File: src/rtl/wave_replay_rd_if.sv
`default_nettype none
// ============================================================================
//  Module  : wave_replay_rd_if
//  Purpose : Capture-FIFO read port plus DAC sample port of the replay reader.
//  Rev     : 1.0  initial release
// ============================================================================
interface wave_replay_rd_if #(
    parameter int DATA_W = 10
);
    logic              fifo_empty;
    logic [DATA_W-1:0] fifo_rd_data;
    logic              fifo_rd_en;
    logic [DATA_W-1:0] da_data;
    logic              da_valid;

    // master: the replay reader (pulls from the FIFO, pushes to the DAC)
    modport master (
        input  fifo_empty,
        input  fifo_rd_data,
        output fifo_rd_en,
        output da_data,
        output da_valid
    );

    // slave: FIFO model / DAC driver side
    modport slave (
        output fifo_empty,
        output fifo_rd_data,
        input  fifo_rd_en,
        input  da_data,
        input  da_valid
    );
endinterface
`default_nettype wire

File: src/rtl/wave_replay_rd.sv
`default_nettype none
// ============================================================================
//  Module  : wave_replay_rd
//  Purpose : Drains one period of captured samples into local RAM, then replays
//            them to the DAC through a 32-bit phase accumulator.
//  Rev     : 1.0  initial release
// ============================================================================
module wave_replay_rd #(
    parameter int ADDR_W   = 8,
    parameter int DATA_W   = 10,
    parameter int INC_MUL  = 86,
    parameter int LOAD_TO  = 65535,
    parameter int MID_CODE = 512
) (
    input  wire logic        clk_50m,
    input  wire logic        rst,
    input  wire logic        start,
    input  wire logic [15:0] wave_freq,
    input  wire logic        freq_vaild,
    wave_replay_rd_if.master bus,
    output logic             busy,
    output logic             load_err
);

    localparam int                DEPTH   = 2 ** ADDR_W;
    localparam int                TO_W    = $clog2(LOAD_TO + 1);
    localparam logic [TO_W-1:0]   TO_LAST = TO_W'(LOAD_TO - 1);
    localparam logic [DATA_W-1:0] MID     = DATA_W'(MID_CODE);

    typedef enum logic [1:0] {
        S_IDLE = 2'd0,
        S_LOAD = 2'd1,
        S_PLAY = 2'd2
    } state_t;

    state_t            r_state;
    state_t            w_state_nx;

    logic [ADDR_W:0]   r_rd_cnt;
    logic [ADDR_W-1:0] r_wr_cnt;
    logic              r_rd_vld;
    logic [TO_W-1:0]   r_to_cnt;
    logic [31:0]       r_inc;
    logic [31:0]       r_acc;
    logic [DATA_W-1:0] r_ram [DEPTH];
    logic [DATA_W-1:0] r_ram_q;
    logic              r_q_vld;
    logic [DATA_W-1:0] r_da_data;
    logic              r_da_valid;
    logic              r_busy;
    logic              r_load_err;

    logic              w_accept;
    logic              w_rd_room;
    logic              w_rd_en;
    logic              w_last_wr;
    logic              w_empty_wait;
    logic              w_timeout;
    logic              w_play_hold;
    logic [23:0]       w_inc24;
    logic [ADDR_W-1:0] w_rd_addr;

    assign w_accept     = start && freq_vaild && (wave_freq != 16'd0);
    // MSB of the issued-read counter set means all DEPTH reads are out
    assign w_rd_room    = ~r_rd_cnt[ADDR_W];
    assign w_last_wr    = r_rd_vld && (r_wr_cnt == {ADDR_W{1'b1}});
    assign w_empty_wait = bus.fifo_empty && w_rd_room;
    assign w_timeout    = w_empty_wait && (r_to_cnt == TO_LAST);
    // 65535 * 86 stays below 2^23, so 24 bits hold the increment exactly
    assign w_inc24      = 24'(wave_freq) * 24'(INC_MUL);
    assign w_rd_addr    = r_acc[31 -: ADDR_W];

    always_comb begin
        w_state_nx  = r_state;
        w_rd_en     = 1'b0;
        w_play_hold = 1'b0;
        case (r_state)
            S_IDLE: begin
                if (w_accept) begin
                    w_state_nx = S_LOAD;
                end
            end
            S_LOAD: begin
                w_rd_en = !bus.fifo_empty && w_rd_room;
                if (w_last_wr) begin
                    w_state_nx = S_PLAY;
                end else if (w_timeout) begin
                    w_state_nx = S_IDLE;
                end
            end
            S_PLAY: begin
                if (start) begin
                    w_state_nx = S_IDLE;
                end else begin
                    w_play_hold = 1'b1;
                end
            end
            default: begin
                w_state_nx = S_IDLE;
            end
        endcase
    end

    always_ff @(posedge clk_50m or posedge rst) begin
        if (rst) begin
            r_state    <= S_IDLE;
            r_busy     <= 1'b0;
            r_load_err <= 1'b0;
            r_inc      <= 32'd0;
            r_acc      <= 32'd0;
            r_rd_cnt   <= '0;
            r_wr_cnt   <= '0;
            r_rd_vld   <= 1'b0;
            r_to_cnt   <= '0;
            r_q_vld    <= 1'b0;
            r_da_valid <= 1'b0;
            r_da_data  <= MID;
        end else begin
            r_state  <= w_state_nx;
            r_busy   <= (w_state_nx != S_IDLE);
            r_rd_vld <= w_rd_en;

            case (r_state)
                S_IDLE: begin
                    if (w_accept) begin
                        r_inc      <= {8'd0, w_inc24};
                        r_load_err <= 1'b0;
                        r_rd_cnt   <= '0;
                        r_wr_cnt   <= '0;
                        r_to_cnt   <= '0;
                    end
                end
                S_LOAD: begin
                    if (w_rd_en) begin
                        r_rd_cnt <= r_rd_cnt + 1'b1;
                    end
                    if (r_rd_vld) begin
                        r_wr_cnt <= r_wr_cnt + 1'b1;
                    end
                    if (w_empty_wait) begin
                        r_to_cnt <= r_to_cnt + 1'b1;
                    end else begin
                        r_to_cnt <= '0;
                    end
                    if (w_timeout) begin
                        r_load_err <= 1'b1;
                    end
                    if (w_last_wr) begin
                        r_acc <= 32'd0;
                    end
                end
                S_PLAY: begin
                    r_acc <= r_acc + r_inc;
                end
                default: begin
                    r_acc <= r_acc;
                end
            endcase

            // two-stage output pipe: RAM read register, then DAC register
            r_q_vld    <= w_play_hold;
            r_da_valid <= r_q_vld && w_play_hold;
            r_da_data  <= (r_q_vld && w_play_hold) ? r_ram_q : MID;
        end
    end

    // Replay RAM: contents are don't-care after reset, so no reset here
    always_ff @(posedge clk_50m) begin
        if ((r_state == S_LOAD) && r_rd_vld) begin
            r_ram[r_wr_cnt] <= bus.fifo_rd_data;
        end
        r_ram_q <= r_ram[w_rd_addr];
    end

    assign bus.fifo_rd_en = w_rd_en;
    assign bus.da_data    = r_da_data;
    assign bus.da_valid   = r_da_valid;
    assign busy           = r_busy;
    assign load_err       = r_load_err;

endmodule
`default_nettype wire

File: src/flat_wrapper.sv
// flat-port wrapper written by rule: the top's interface ports become plain ports
module wave_replay_rd_flat 
#(
    parameter int ADDR_W   = 8,
    parameter int DATA_W   = 10,
    parameter int INC_MUL  = 86,
    parameter int LOAD_TO  = 65535,
    parameter int MID_CODE = 512
)
  (clk_50m, rst, start, wave_freq, freq_vaild, busy, load_err, bus_fifo_empty, bus_fifo_rd_data, bus_fifo_rd_en, bus_da_data, bus_da_valid);
  wave_replay_rd_if #(.DATA_W(DATA_W)) bus_i ();
  input  wire logic clk_50m;
  input  wire logic rst;
  input  wire logic start;
  input  wire logic [15:0] wave_freq;
  input  wire logic freq_vaild;
  output logic busy;
  output logic load_err;
  input wire logic [$bits(bus_i.fifo_empty)-1:0] bus_fifo_empty;
  input wire logic [$bits(bus_i.fifo_rd_data)-1:0] bus_fifo_rd_data;
  output wire logic [$bits(bus_i.fifo_rd_en)-1:0] bus_fifo_rd_en;
  output wire logic [$bits(bus_i.da_data)-1:0] bus_da_data;
  output wire logic [$bits(bus_i.da_valid)-1:0] bus_da_valid;
  assign bus_i.fifo_empty = bus_fifo_empty;
  assign bus_i.fifo_rd_data = bus_fifo_rd_data;
  assign bus_fifo_rd_en = bus_i.fifo_rd_en;
  assign bus_da_data = bus_i.da_data;
  assign bus_da_valid = bus_i.da_valid;
  wave_replay_rd #(.ADDR_W(ADDR_W), .DATA_W(DATA_W), .INC_MUL(INC_MUL), .LOAD_TO(LOAD_TO), .MID_CODE(MID_CODE)) u_core (.clk_50m(clk_50m), .rst(rst), .start(start), .wave_freq(wave_freq), .freq_vaild(freq_vaild), .bus(bus_i), .busy(busy), .load_err(load_err));
endmodule
File: config.mk
export PLATFORM = sky130hd
export DESIGN_NAME = wave_replay_rd_flat
export DESIGN_NICKNAME = d
export VERILOG_FILES = /design/src/rtl/wave_replay_rd_if.sv /design/src/rtl/wave_replay_rd.sv /design/src/flat_wrapper.sv
export SDC_FILE = /design/constraint.sdc
export NUM_CORES = 2
export LEC_CHECK = 0
export ABC_CLOCK_PERIOD_IN_PS = 2900
export BUFFER_PORTS_ARGS = -buffer_cell sky130_fd_sc_hd__buf_2
export CORE_ASPECT_RATIO = 1.75
export CORE_MARGIN = 2
export CORE_UTILIZATION = 50
export DETAILED_ROUTE_END_ITERATION = 7
export PLACE_DENSITY = 0.73
export SLEW_MARGIN = 20
export SYNTH_ARGS = -nofsm -noshare
export SYNTH_HDL_FRONTEND = slang
export SYNTH_SLANG_ARGS = --single-unit
File: constraint.sdc
create_clock -name clk_50m -period 2.9 [get_ports clk_50m]
set_clock_uncertainty 0.15 [all_clocks]
set_input_delay 0.145 -clock clk_50m [delete_from_list [all_inputs] [get_ports clk_50m]]
set_output_delay 0.145 -clock clk_50m [all_outputs]
set_load 0.01 [all_outputs]
Word level (Yosys, flattened, before mapping):

Memory sizes are Yosys's and may differ from the RTL's. A register that Yosys moved wholly into a read port is not among the register bits.
Index checks and enable logic that the tools add are counted.

* output and inout bits: 14
* bits in writable memories: 2560
* flip-flop bits (word level): 104
* memories: 1
* word-level logic and storage cells: 73
* input port bits: 31

* $mul: 1
* equality and inequality tests: 9
* bitwise operators: 1
* add/subtract/negate cells: 4
* reduce and logical (&&, ||, !) cells: 20
* multiplexer cells: 25

Memories
* u_core.r_ram: words 256, width 10, read ports 1, clocked after Yosys merged registers in 1, wr ports 1, RTL line wave_replay_rd.sv:45 `logic [DATA_W-1:0] r_ram [DEPTH];`

Operators with widths (count)
* one-hot mux 32 bit (2 select lines): 1
* adder 32 x 23 -> 32 bit: 1
* two-way mux 16 bit: 2
* two-way mux 32 bit: 1
* one-hot mux 16 bit (2 select lines): 1
* multiplier 16 x 6 -> 22 bit (second input constant): 1
* two-way mux 9 bit: 2
* one-hot mux 9 bit (2 select lines): 1
* adder 16 x 1 -> 16 bit (second input constant): 1
* == test 16 bit (second input constant): 1
* two-way mux 8 bit: 2
* one-hot mux 8 bit (2 select lines): 1
* nonzero test 16 bit: 1
* two-way mux 10 bit: 1
* inequality test 2 x 1 -> 1 bit (second input constant): 5
* adder 9 x 1 -> 9 bit (second input constant): 1
* AND reduction 3 bit: 3
* adder 8 x 1 -> 8 bit (second input constant): 1
* == test 8 bit (second input constant): 1
* logical AND 1 bit: 8
* two-way mux 2 bit: 4
* two-way mux 1 bit: 7
* one-hot mux 2 bit (3 select lines): 1
* AND reduction 2 bit: 3
* other kinds (7): 9

Longest topological paths before layout:

* word-level depth: 7
* depth in mapped cells: 15
* depth with buffers taken out: 15

Least setup slack after synthesis:

OpenSTA, ideal clock, no wires.

* path kind: input port to flip-flop
* start point: input wave_freq[8]
* end point: register u_core.r_inc[19]
* slack: -0.447 ns
* data arrival time: 3.110 ns
* stages on the path: 15
* cell sequence: inv_1 -> ha_1 -> fa_1 -> inv_1 -> fa_1 -> inv_1 -> ha_1 -> inv_1 -> o21ai_0 -> nor3_1 -> o31ai_1 -> a31oi_1 -> o21bai_1 -> nand4_1 -> o211ai_1

* longest elaborated chain between the ends: 3
* elaborated cells between the ends (all ways): 4
* those cells by class: 1 x mul; 3 x reduce/logical

Ends and longest elaborated chain
* start, declared: RTL line flat_wrapper.sv:15 `input wire logic [15:0] wave_freq;`
* branches (longest 3 deep; another with multiplier 16 x 6 -> 22 bit)
* end signal, assigned: RTL line wave_replay_rd.sv:126 `r_inc <= {8'd0, w_inc24};`
* end, declared: RTL line wave_replay_rd.sv:43 `logic [31:0] r_inc;`

Parallel ways; which one is timed is not known.
A chain may end at the register's enable or synchronous reset.

==> metrics.md <==
| Metric | Value |
|---|---|
| Critical path cell sequence | buf_12 > buf_16 > buf_12 > mux4_2 > mux4_2 > a22oi_2 > nand3_2 > o41ai_2 > buf_4 > o22ai_2 |
| Worst-Skew Late Latency | just under 0.9 ns |
| FP Rows | roughly 220 |
| Worst R2R Start | u_core.r_acc[24] |
| Commonest cells in the netlist | edfxtp_1, mux4_2, nor2_1 |
| FF-to-FF End | u_core.r_ram_q[8] |
| Total CTS buffers | about 220 |
| Clock power share | 39.0% |
| Slew Limit Fails | 0 |
| Hold_sp | wave_freq[1] |
| Design Power | roughly 78 mW |
| Min-delay worst type | in2reg |
| Setup Slack @ Placement | -0.831 ns |
| Predominant post-synthesis flop cell | edfxtp_1 |
| Slowest cell on crit path | mux4_2 |
| Drt wl/cell | about 30 um |
| Largest net degree at the start of global routing | around 130 |
| WP buf/inv | 4 |
| Worst IR Drop VDD | 483 uV |
| Final Setup Violations | 15 |
| Final core occ | 59.1% |
| CP startpoint | u_core.r_acc[24] |
| P per Cell Area | about 620 mW/mm2 |
| Congestion Overflow GR | 0 |
| Final Hold Fails | 0 |
| Max-cap violations | 0 |
| Antenna violations before repair | 4 |
| Via count | 55300 |
| Worst relative slew slack | 28.5% |
| Reg-to-reg slack, setup | -0.47 ns |
| Die W | 353 um |
| H-tree levels | 4 |
| Worst Tran Pin Value | 1.07 ns |
| Final Critical Period | 3.37 ns |
| Library cells used by synthesis | 66 |
| DIE AREA | 0.217 mm2 |
| RSZ-0062 raised after global routing | yes |
| Share of cells above drive strength 1 | 33.6% |
| First-pass GRT wire length | 397000 um |
| Worst Path Required | 3.44 ns |
| Mapped Avg Cell Area | 20.6 um2 |
| Crit end category | flop |
| TNS Setup | -4.28 ns |
| Crit path DAT | 3.91 ns |
| Violated checks | setup timing |
| Largest fanout on the critical path | 8 |
| Remaining DRCs | 0 |
| Internal power | 61.5 mW |
| Area growth, synth to finish | 17.8% |
| Sw frac | 21.3% |
| YS warnings | 0 |
| Pre-antenna DRT Iters | 6 |
| Leak pwr | 41.1 nW |
| Initial core utilization | 50.2% |
| Hpwl dp | 176000 um |
| Register area share after synthesis | 74.8% |
| Post-route cell area | ~0.13 mm2 |
| CTS tree | done |
| Clk root buf | clkbuf_16 |
| Outcome | finished with violations |
| Period utilisation layout | 116% |
| Psw | ~17 mW |
| Overall routing resource usage | approximately a quarter |
| Maximum clock rate | 0.297 GHz |
| Yosys top cell area share | just over 70% |
| Ys async rst share | under 10% |
| Number of synthesized register bits | 2673 |
| Via-to-Cell Ratio | 6.15 |
| Critical Path Start Type | flop |
| Power share of the combinational group | under 10% |
| Most frequent cell after synthesis | edfxtp_1 |
| Fin Hold WS | about 0.061 ns |
| WL final | 274000 um |
| Syn Nets | 5322 |
| Starting DRT DRC Count | just over 6000 |
| Cells after Synth | between 5000 and 6000 |
| Mapped cell area | 0.106 mm2 |
| Dpl cells | roughly 8500 |
| GP Congestion | 0.907 |
| Seq pwr share | 55.0% |
| Setup ws final | -0.466 ns |
| CP top delay family | multiplexers |
| Hold depth | 7 |
| Synth area leaders | edfxtp_1, mux4_2, dfrtp_1 |
| Min-Delay Endpoint | u_core.r_inc[2] |
| # IOs | 45 |
| CP peak stage delay | slightly below 0.6 ns |
| Vias in the first global route | 57600 |
| Post-synth EDFFs | 2560 |
| Post-DP Area | 0.116 mm2 |
| FF-to-FF path depth | 10 |
| Yosys top cell by area | edfxtp_1 |
| Buffers added on ports | 44 |
| ANT nets after route | 0 |
| Crit Path Class | reg2reg |
| Clk pin slew, worst setup/hold paths | 0.07 ns |
| Clock tree sinks | 2673 |
| Die height | 614 um |
| Core Box Area | 0.212 mm2 |
| Non-filler cells, final | 9001 |
| Final #Nets | just over 6000 |
| Clk buf depth | 4 |
## power by group through the flow
stage          Sequential, mW  Clock, mW  Combinational (mW)
6_report                 43.0       30.5                4.71
3_5_place_dp             43.8          0                4.38
2_1_floorplan            43.7          0                2.17
4_1_cts                  42.9       30.8                4.48
5_1_grt                  43.0       32.1                5.14
3_3_place_gp             43.8          0                4.23
## worst reg2reg max path: cells and delay by family, from the launching register on
kind | cells | cell delay, ns
mux | 2 | 1.11
buf+inv | 4 | 0.81
compound gates | 3 | 0.51
flops | 1 | 0.44
simple gates | 1 | 0.18
## layout make-up
cell class	instances	area [um2]
Tap cell	2825	3530
Fill cell	14600	86800
Timing Repair Buffer	894	8470
Multi-Input combinational cell	2118	26100
Clock buffer	254	5690
Sequential cell	2673	79700
Clock inverter	140	1570
Antenna cell	5	12.5
Inverter	92	357
## cell families (layout without fill, tap and decap cells)
group                      after synthesis  in the layout  share of synthesized area, %
muxes                                  837            837                          16.2
xor gates and xnor gates                40             40                         0.329
adders and majority gates              122            122                          1.62
other                                    0              5                             0
DFF                                   2673           2673                          74.8
and+or+nand+nor                        732            732                          3.00
buffers and inverters                  378           1380                          1.62
AOI/OAI and AO/OA                      387            387                          2.38
## state kept, by name, indices dropped and copies added (netlist names)
register and flops:
u_core.load_err 1, u_core.r_q_vld 1, u_core.r_inc 22, u_core.bus.da_valid 1
u_core.r_state 2, u_core.bus.da_data 10, u_core.r_ram 2560, u_core.r_rd_vld 1
u_core.r_to_cnt 16, u_core.r_acc 31, u_core.r_wr_cnt 8, u_core.busy 1
u_core.r_rd_cnt 9, u_core.r_ram_q 10
## cells in the final DEF, fill, tap and decap left out, types with 13 or more instances in the layout
master         count
nor2b_1           40
nand3_1           46
inv_1             82
o31ai_1           18
nor2_1           311
a21o_1            13
buf_2             34
dlygate4sd3_1     26
xor2_1            27
o21ai_0           77
buf_12            85
clkbuf_16        222
a22oi_2           16
buf_4            688
and3_1            22
buf_6             18
clkinv_1          46
a31oi_1           35
o22ai_1           48
bufinv_16         34
or3_1             13
clkbuf_1          31
xnor2_1           13
clkinv_2          36
ha_4              20
dfrtp_1           98
a21oi_1           35
nand3_2           24
buf_16            19
ha_1              75
fa_1              24
nand2_1          199
mux2i_1          111
a211oi_1          29
clkinvlp_4        17
mux4_2           711
edfxtp_1        2560
## per-layer routing
metal	vias up	wire length [um]	global-route usage [%]
met2	2655	145000	44.8
met5	-	0	0
li1	22900	-	-
met3	706	17500	3.22
met4	0	19900	15.8
met1	29100	91600	28.8
## timing repair
action,in CTS,in global routing
endpoints found under the setup margin,55,57
hold buffers,27,1
hold endpoints to repair,1536,1
pin swaps,19,35
gates resized for setup,131,72
setup buffers,28,16
gates cloned,14,0
## worst max path at each step
| stage | to | cells past startpoint |
|---|---|---|
| after floorplan | u_core.r_inc[19] | 14 |
| after global placement | u_core.r_inc[22] | 16 |
| after detailed placement | u_core.r_inc[22] | 16 |
| after CTS | u_core.r_ram_q[8] | 10 |
| after global routing | u_core.r_ram_q[8] | 10 |
| final | u_core.r_ram_q[8] | 10 |
(Power assumes the default switching activity.)
